`config.mk`:
```
export PLATFORM = sky130hd
export DESIGN_NAME = multicycle_ctrl
export DESIGN_NICKNAME = d
export VERILOG_FILES = /design/src/rtl/mips_ctrl_pkg.sv /design/src/rtl/mem_wait_timer.sv /design/src/rtl/multicycle_ctrl.sv
export SDC_FILE = /design/constraint.sdc
export NUM_CORES = 1
export LEC_CHECK = 0
export CAP_MARGIN = 20
export CORE_MARGIN = 2
export CORE_UTILIZATION = 46
export CTS_CLUSTER_SIZE = 10
export DETAILED_ROUTE_END_ITERATION = 12
export HOLD_SLACK_MARGIN = 0.12
export PLACE_DENSITY_LB_ADDON = 0.3
export SYNTH_ARGS = -nofsm -noshare
export SYNTH_HDL_FRONTEND = slang
export SYNTH_SLANG_ARGS = --single-unit
export TNS_END_PERCENT = 5
```
`constraint.sdc`:
```
create_clock -name clk -period 3.1 [get_ports clk]
set_input_delay 0.62 -clock clk [delete_from_list [all_inputs] [get_ports clk]]
set_output_delay 0.62 -clock clk [all_outputs]
set_load 0.1 [all_outputs]
```
`src/rtl/mips_ctrl_pkg.sv`:
```
// rtl/mips_ctrl_pkg.sv - opcode/funct constants, ALU codes, state and mux encodings for multicycle_ctrl
package mips_ctrl_pkg;

  typedef enum logic [3:0] {
    S_FETCH  = 4'd0,
    S_DECODE = 4'd1,
    S_MEMADR = 4'd2,
    S_MEMRD  = 4'd3,
    S_MEMWB  = 4'd4,
    S_MEMWR  = 4'd5,
    S_EXEC   = 4'd6,
    S_ALUWB  = 4'd7,
    S_BRANCH = 4'd8,
    S_JUMP   = 4'd9,
    S_HALT   = 4'd10
  } state_t;

  localparam logic [5:0] OP_RTYPE = 6'b000000;
  localparam logic [5:0] OP_J     = 6'b000010;
  localparam logic [5:0] OP_JAL   = 6'b000011;
  localparam logic [5:0] OP_BNE   = 6'b000101;
  localparam logic [5:0] OP_XORI  = 6'b001110;
  localparam logic [5:0] OP_LW    = 6'b100011;
  localparam logic [5:0] OP_SW    = 6'b101011;

  localparam logic [5:0] FN_NOOP    = 6'b000000;
  localparam logic [5:0] FN_JR      = 6'b001000;
  localparam logic [5:0] FN_SYSCALL = 6'b001100;
  localparam logic [5:0] FN_ADD     = 6'b100000;
  localparam logic [5:0] FN_SUB     = 6'b100010;
  localparam logic [5:0] FN_SLT     = 6'b101010;

  localparam logic [5:0] ALU_ADD = 6'b100000;
  localparam logic [5:0] ALU_SUB = 6'b100010;
  localparam logic [5:0] ALU_XOR = 6'b100110;
  localparam logic [5:0] ALU_SLT = 6'b101010;
  localparam logic [5:0] ALU_NOP = 6'b101100;

  localparam logic [1:0] SRCB_REG   = 2'd0;
  localparam logic [1:0] SRCB_FOUR  = 2'd1;
  localparam logic [1:0] SRCB_IMM   = 2'd2;
  localparam logic [1:0] SRCB_IMMSH = 2'd3;

  localparam logic [1:0] PCS_ALU    = 2'd0;
  localparam logic [1:0] PCS_ALUOUT = 2'd1;
  localparam logic [1:0] PCS_JUMP   = 2'd2;
  localparam logic [1:0] PCS_REGA   = 2'd3;

  typedef struct packed {
    logic   known;
    state_t nxt;
  } dispatch_t;

  // Instruction dispatch out of DECODE; known=0 flags an illegal opcode/funct.
  function automatic dispatch_t dispatch(input logic [5:0] op, input logic [5:0] fn);
    dispatch_t d;
    d.known = 1'b1;
    d.nxt   = S_FETCH;
    case (op)
      OP_LW, OP_SW: d.nxt = S_MEMADR;
      OP_XORI:      d.nxt = S_EXEC;
      OP_BNE:       d.nxt = S_BRANCH;
      OP_J, OP_JAL: d.nxt = S_JUMP;
      OP_RTYPE: begin
        case (fn)
          FN_ADD, FN_SUB, FN_SLT: d.nxt = S_EXEC;
          FN_JR:                  d.nxt = S_JUMP;
          FN_SYSCALL:             d.nxt = S_HALT;
          FN_NOOP:                d.nxt = S_FETCH;
          default:                d.known = 1'b0;
        endcase
      end
      default: d.known = 1'b0;
    endcase
    return d;
  endfunction

endpackage

```
`src/rtl/mem_wait_timer.sv`:
```
// rtl/mem_wait_timer.sv - consecutive memory wait-cycle counter; expired flags the final allowed wait cycle
module mem_wait_timer #(
  parameter int TIMEOUT_CYCLES = 16
) (
  input  logic clk,
  input  logic reset,
  input  logic clear,
  input  logic count_en,
  output logic expired
);
  localparam int CW = $clog2(TIMEOUT_CYCLES + 1);

  logic [CW-1:0] r_count;

  always_ff @(posedge clk or posedge reset) begin
    if (reset) begin
      r_count <= '0;
    end else if (clear) begin
      r_count <= '0;
    end else if (count_en) begin
      r_count <= r_count + CW'(1);
    end
  end

  assign expired = count_en && (r_count == CW'(TIMEOUT_CYCLES - 1));

endmodule

```
`src/rtl/multicycle_ctrl.sv`:
```
// rtl/multicycle_ctrl.sv - multicycle MIPS control FSM; define MULTICYCLE_CTRL_TIMEOUT_EN for the memory-wait watchdog
module multicycle_ctrl
  import mips_ctrl_pkg::*;
#(
  parameter int TIMEOUT_CYCLES = 16
) (
  input  logic       clk,
  input  logic       reset,
  input  logic [5:0] opcode,
  input  logic [5:0] funct,
  input  logic       mem_ready,
  input  logic       alu_zero,
  output logic       PCWrite,
  output logic       IRWrite,
  output logic       IorD,
  output logic       MemRead,
  output logic       MemWrite,
  output logic       MemtoReg,
  output logic       RegWrite,
  output logic       RegDst,
  output logic       ALUSrcA,
  output logic       WriDataSel,
  output logic [1:0] ALUSrcB,
  output logic [1:0] PCSource,
  output logic [5:0] ALUOp,
  output logic [3:0] state,
  output logic       halt,
  output logic       err
);

  state_t    r_state;
  state_t    w_next;
  dispatch_t w_dispatch;

  assign w_dispatch = dispatch(opcode, funct);
  assign state      = r_state;

`ifdef MULTICYCLE_CTRL_TIMEOUT_EN
  logic w_wait_state;
  logic w_count_en;
  logic w_clear;
  logic w_expired;

  assign w_wait_state = (r_state == S_FETCH) || (r_state == S_MEMRD) || (r_state == S_MEMWR);
  assign w_count_en   = w_wait_state && !mem_ready;
  // Expiry in FETCH does not change state, so it must clear the count explicitly.
  assign w_clear      = (w_next != r_state) || w_expired;

  mem_wait_timer #(
    .TIMEOUT_CYCLES(TIMEOUT_CYCLES)
  ) u_mem_wait_timer (
    .clk      (clk),
    .reset    (reset),
    .clear    (w_clear),
    .count_en (w_count_en),
    .expired  (w_expired)
  );
`else
  logic w_unused_timeout;
  assign w_unused_timeout = (TIMEOUT_CYCLES == 0);
`endif

  always_ff @(posedge clk or posedge reset) begin
    if (reset) begin
      r_state <= S_FETCH;
    end else begin
      r_state <= w_next;
    end
  end

  always_comb begin
    w_next     = r_state;
    PCWrite    = 1'b0;
    IRWrite    = 1'b0;
    IorD       = 1'b0;
    MemRead    = 1'b0;
    MemWrite   = 1'b0;
    MemtoReg   = 1'b0;
    RegWrite   = 1'b0;
    RegDst     = 1'b0;
    ALUSrcA    = 1'b0;
    WriDataSel = 1'b0;
    ALUSrcB    = SRCB_REG;
    PCSource   = PCS_ALU;
    ALUOp      = ALU_NOP;
    halt       = 1'b0;
    err        = 1'b0;

    // While reset is high every output stays at its idle value so no access or write can start.
    if (!reset) begin
      case (r_state)
        S_FETCH: begin
          MemRead = 1'b1;
          ALUSrcB = SRCB_FOUR;
          ALUOp   = ALU_ADD;
          IRWrite = mem_ready;
          PCWrite = mem_ready;
          if (mem_ready) w_next = S_DECODE;
        end
        S_DECODE: begin
          ALUSrcB = SRCB_IMMSH;
          ALUOp   = ALU_ADD;
          w_next  = w_dispatch.nxt;
          err     = !w_dispatch.known;
        end
        S_MEMADR: begin
          ALUSrcA = 1'b1;
          ALUSrcB = SRCB_IMM;
          ALUOp   = ALU_ADD;
          w_next  = (opcode == OP_SW) ? S_MEMWR : S_MEMRD;
        end
        S_MEMRD: begin
          MemRead = 1'b1;
          IorD    = 1'b1;
          if (mem_ready) w_next = S_MEMWB;
        end
        S_MEMWB: begin
          RegWrite   = 1'b1;
          MemtoReg   = 1'b1;
          WriDataSel = 1'b1;
          w_next     = S_FETCH;
        end
        S_MEMWR: begin
          MemWrite = 1'b1;
          IorD     = 1'b1;
          if (mem_ready) w_next = S_FETCH;
        end
        S_EXEC: begin
          ALUSrcA = 1'b1;
          if (opcode == OP_XORI) begin
            ALUSrcB = SRCB_IMM;
            ALUOp   = ALU_XOR;
          end else begin
            ALUSrcB = SRCB_REG;
            ALUOp   = funct;
          end
          w_next = S_ALUWB;
        end
        S_ALUWB: begin
          RegWrite   = 1'b1;
          RegDst     = 1'b1;
          WriDataSel = 1'b1;
          w_next     = S_FETCH;
        end
        S_BRANCH: begin
          ALUSrcA  = 1'b1;
          ALUSrcB  = SRCB_REG;
          ALUOp    = ALU_SUB;
          PCSource = PCS_ALUOUT;
          PCWrite  = !alu_zero;
          w_next   = S_FETCH;
        end
        S_JUMP: begin
          PCWrite  = 1'b1;
          PCSource = ((opcode == OP_RTYPE) && (funct == FN_JR)) ? PCS_REGA : PCS_JUMP;
          if (opcode == OP_JAL) begin
            RegWrite   = 1'b1;
            WriDataSel = 1'b0;
          end
          w_next = S_FETCH;
        end
        S_HALT: begin
          halt   = 1'b1;
          w_next = S_HALT;
        end
        default: w_next = S_FETCH;
      endcase

`ifdef MULTICYCLE_CTRL_TIMEOUT_EN
      if (w_expired) begin
        w_next   = S_FETCH;
        err      = 1'b1;
        IRWrite  = 1'b0;
        PCWrite  = 1'b0;
        RegWrite = 1'b0;
      end
`endif
    end
  end

endmodule

```
# After elaboration in Yosys (flattened, before gate mapping)
# Index checks and enable logic that the tools add are counted.
dict set report op_classes {
  n_eq_ne 24
  n_mux 43
  n_bitwise 1
  reduce_logical 17
}
# operator n
set ops {}
lappend ops {{== test 6 bit, second input constant} 5}
lappend ops {{case mux 4 bit (7 select lines)} 1}
lappend ops {{two-way mux 1 bit} 25}
lappend ops {{case mux 4 bit (5 select lines)} 1}
lappend ops {{== test 6 x 4 -> 1 bit, second input constant} 3}
lappend ops {{case mux 6 bit (3 select lines)} 1}
lappend ops {{== test 4 x 3 -> 1 bit, second input constant} 4}
lappend ops {{== test 4 bit, second input constant} 3}
lappend ops {{== test 6 x 2 -> 1 bit, second input constant} 2}
lappend ops {{logical NOT 6 bit} 2}
lappend ops {{two-way mux 4 bit} 3}
lappend ops {{two-way mux 6 bit} 2}
lappend ops {{case mux 4 bit (3 select lines)} 1}
lappend ops {{OR reduction 6 bit} 2}
lappend ops {{OR reduction 2 bit} 5}
lappend ops {{OR reduction 3 bit} 3}
lappend ops {{== test 4 x 2 -> 1 bit, second input constant} 2}
lappend ops {{case mux 2 bit (4 select lines)} 1}
lappend ops {{== test 6 x 3 -> 1 bit, second input constant} 1}
lappend ops {{two-way mux 2 bit} 3}
lappend ops {{!= test 2 bit, second input constant} 3}
lappend ops {{== test 4 x 1 -> 1 bit, second input constant} 1}
lappend ops {{logical NOT 4 bit} 1}
lappend ops {{case mux 1 bit (2 select lines)} 2}
lappend ops {{7 further kinds} 8}
dict set report word_totals {
  ff_bits 4
  out_inout_bits 26
  elab_cells 86
}

# Longest topological paths before layout
dict set report logic_depth {
  ltp_word 7
  ltp_mapped 6
  depth_no_buf 5
}

# Least setup slack after synthesis
# OpenSTA, ideal clock, no wires.
dict set report synth_path {
  kind {register to output}
  startpoint {register r_state[2], in the netlist state[2]}
  endpoint {output ALUSrcB[0]}
  arrival_time_ns 4.257
  required_ns 2.480
  setup_slack_ns -1.777
  stages_incl_launch_ff 4
  n_path_buf 2
  cell_sequence {dfrtp_1 > buf_2 > buf_1 > nor4_1}
}
dict set report synth_via {
  elab_chain_cells 3
}
# item line_no
set synth_rtl {}
lappend synth_rtl {{start, declared} multicycle_ctrl.sv:31} ;# state_t r_state;
lappend synth_rtl {{start signal, assigned} multicycle_ctrl.sv:67} ;# r_state <= w_next;
lappend synth_rtl {{== test 4 x 3 -> 1 bit, or another cell as far along} multicycle_ctrl.sv:91} ;# case (r_state)
lappend synth_rtl {{case mux 2 bit (4 select lines) *} multicycle_ctrl.sv:91}
lappend synth_rtl {{two-way mux 2 bit *} multicycle_ctrl.sv:90} ;# if (!reset) begin
lappend synth_rtl {{end, declared} multicycle_ctrl.sv:23} ;# output logic [1:0] ALUSrcB,
# Every way passes the cells marked *; elsewhere a longest branch is shown, timed or not.

# Worst setup path after layout
dict set report layout_path {
  startpoint {input opcode[3]}
  endpoint {output PCSource[0]}
}
dict set report layout_via {
  elab_chain_cells 5
}
# item line_no
set layout_rtl {}
lappend layout_rtl {{start, declared} multicycle_ctrl.sv:9} ;# input logic [5:0] opcode,
lappend layout_rtl {{logical NOT 6 bit} multicycle_ctrl.sv:155} ;# PCSource = ((opcode == OP_RTYPE) && (funct == FN_JR)) ? PCS_REGA : PCS_JUMP;
lappend layout_rtl {{logical AND 1 bit} multicycle_ctrl.sv:155}
lappend layout_rtl {{two-way mux 1 bit} multicycle_ctrl.sv:155}
lappend layout_rtl {{case mux 2 bit (2 select lines)} multicycle_ctrl.sv:91}
lappend layout_rtl {{two-way mux 2 bit} multicycle_ctrl.sv:90}
lappend layout_rtl {{end, declared} multicycle_ctrl.sv:24} ;# output logic [1:0] PCSource,
# No other way between the ends.

==> impl_metrics.ini <==
[floorplanning]
die_w_um = 49.9
ios = 42
start_util = 0.489
coreArea_um2 = 1980
die-area_um2 = 2490
fp-row-count = 16
die_h_um = 49.9

[setup_path]
critPathRequiredTime_ps = 2480
critPathMaxStageDelay_ps = 570
slowest_stage = clkdlybuf4s50_1
crit_family = simple AND/OR/NAND/NOR gates
cp_cell_sequence = clkdlybuf4s50_1, nor3_4, nand3_1, o31ai_1, and3_1, buf_12
cp_max_fo = 9
cp-end-kind = output port
cp_num_buf_inv = 2
worstSetupStartpointType = input pin
path_class = input pin to output port
cp_data_arrival_time_ps = 2430

[clock_network]
postCtsSetupBuffers = 0
clk_pin_slew_worst_paths_ps = 40
cts_made_buffers = 3
cts_resized = 0
cts_tree = yes
postCtsHoldBufs = 0
htree_levels = 1
cts.sinks = 4
clock_latency_ps = 230
cts-root-buf = clkbuf_4
cts_buffer_depth = 2

[grt]
grt_pass1_vias = 1180
grt_max_degree = 23
grt_overflow = 0
grt_usage = 0.296
antenna_found_initial = 0
grt_first_pass_wirelength_um = 5700

[sta]
slew_viol_final = 0
fin_crit_sh = 0.985
fin_ws_ps = 47.8
tightest_slew_ps = 746
finalSetupViolations = 0
fin_crit_ps = 3050
fin_skew_ps = 2.63
clock.fmax_mhz = 328
hold_violations = 0
slew_headroom = 0.502

[logic_synthesis]
synth_fp_nets = 156
async_reset_ff_frac = 1.00
syn_area_um2 = 968
ys_seq_elements = 4
synth_flop_cell = dfrtp_1
synth.distinct_cells = 51
yosysWarnings = 0
avgSynthCellArea_um2 = 6.92
synth_edf_count = 0
synthCells = 140
seq_area_frac_synth = 0.103

[finish]
final_area_um2 = 1710
final_cell_mix = buf_12 (22), clkdlybuf4s50_1 (15), nor2_1 (14)
final_common_cell = buf_12
nets = 198
area_growth_pct = 76.7
drive_gt1_frac = 0.361
largest_register_ffs = 4
insertedDiodeCount = 0

[detailed_routing]
ant_nets = 0
vias_per_cell = 6.24
drc_errors = 0
wl_um = 3570
vias = 1291
wl_per_cell_um = 17.3
drtIter0Drc = 83
drtPass1Iterations = 5

[power]
ir_drop_mv = 0.787
power.density_nw_per_um2 = 693
p_leak_nw = 0.660

[place]
post-place-ws_ps = 62.9
gp_congestion = 0.993
hpwl_um = 2870
placed_area_um2 = 1680
io_buffers = 41

[outcome]
status = finished, final reports clean

[worst_hold_path]
hp-class = flop to flop

[job]
max_cap_violations = 0
==> layer usage <==
layer	track usage	vias to the layer above	wire, µm
met1	0.338	596	1280
met2	0.571	84	1930
met5	0	-	0
met4	0.0602	0	70
met3	0.0455	10	298
li1	-	601	-
==> cell families (layout without fill, tap and decap cells) <==
group,count (synthesis),after routing,synth area share
xor+xnor,1,1,0.00905
buf+inv,17,57,0.0827
compound gates,42,42,0.335
flops,4,4,0.103
simple gates,76,76,0.470
==> report_power, final <==
| group | leakage (nW) | switching, W | internal (W) | total (W) |
|---|---|---|---|---|
| logic | 0.594 | 0.000661 | 0.000343 | 0.00100 |
| clock network | 0.0138 | 0.0000217 | 0.0000433 | 0.0000651 |
| registers | 0.0521 | 0.0000513 | 0.0000646 | 0.000116 |
| total | 0.660 | 0.000734 | 0.000451 | 0.00119 |
==> cells in the mapped netlist, drive strengths merged (4+ instances only) <==
library cell | number | area share
a21oi | 11 | 0.068
and3 | 4 | 0.026
buf | 7 | 0.044
clkbuf | 5 | 0.019
dfrtp | 4 | 0.10
inv | 5 | 0.019
nand2 | 11 | 0.045
nand2b | 9 | 0.066
nor2 | 15 | 0.058
nor2b | 6 | 0.039
nor3 | 11 | 0.068
nor4 | 5 | 0.039
o21ai | 12 | 0.066
==> tightest hold or removal path: cells and delay by family (launching register included) <==
| family | cells | cell delay, ps |
|---|---|---|
| and+or+nand+nor | 1 | 180 |
| DFF | 1 | 510 |
| AOI/OAI and AO/OA | 1 | 90 |
==> metrics by stage <==
stage          cells   util  setup TNS, ps  total power, W  hold WS (ps)
2_1_floorplan    140      -          -4210        0.000799           621
3_3_place_gp     204  0.848              0         0.00108           807
3_5_place_dp     204  0.848              0         0.00111           833
4_1_cts          207  0.859              0         0.00118           838
5_1_grt          207  0.864          -12.9         0.00123           878
6_report         207  0.864              0         0.00119           833
==> path summary, 6_finish.rpt <==
path | cells past startpoint | endpoint | start | slack, ps
setup reg to reg | 6 | state[2] | state[2] | 1110
hold reg to reg | 2 | state[0] | state[0] | 830
setup / recovery | 6 | PCSource[0] | opcode[3] | 50
max in group asynchronous | 3 | state[0] | reset | 1970
hold / removal | 2 | state[0] | state[0] | 830
min in group asynchronous | 3 | state[2] | reset | 1020
==> layout make-up <==
| type | instances | area (µm²) |
|---|---|---|
| Sequential cell | 4 | 100 |
| Multi-Input combinational cell | 119 | 856 |
| Clock buffer | 3 | 22.5 |
| Fill cell | 96 | 270 |
| Inverter | 5 | 18.8 |
| Tap cell | 27 | 33.8 |
| Timing Repair Buffer | 49 | 681 |
(Power assumes the default switching activity.)
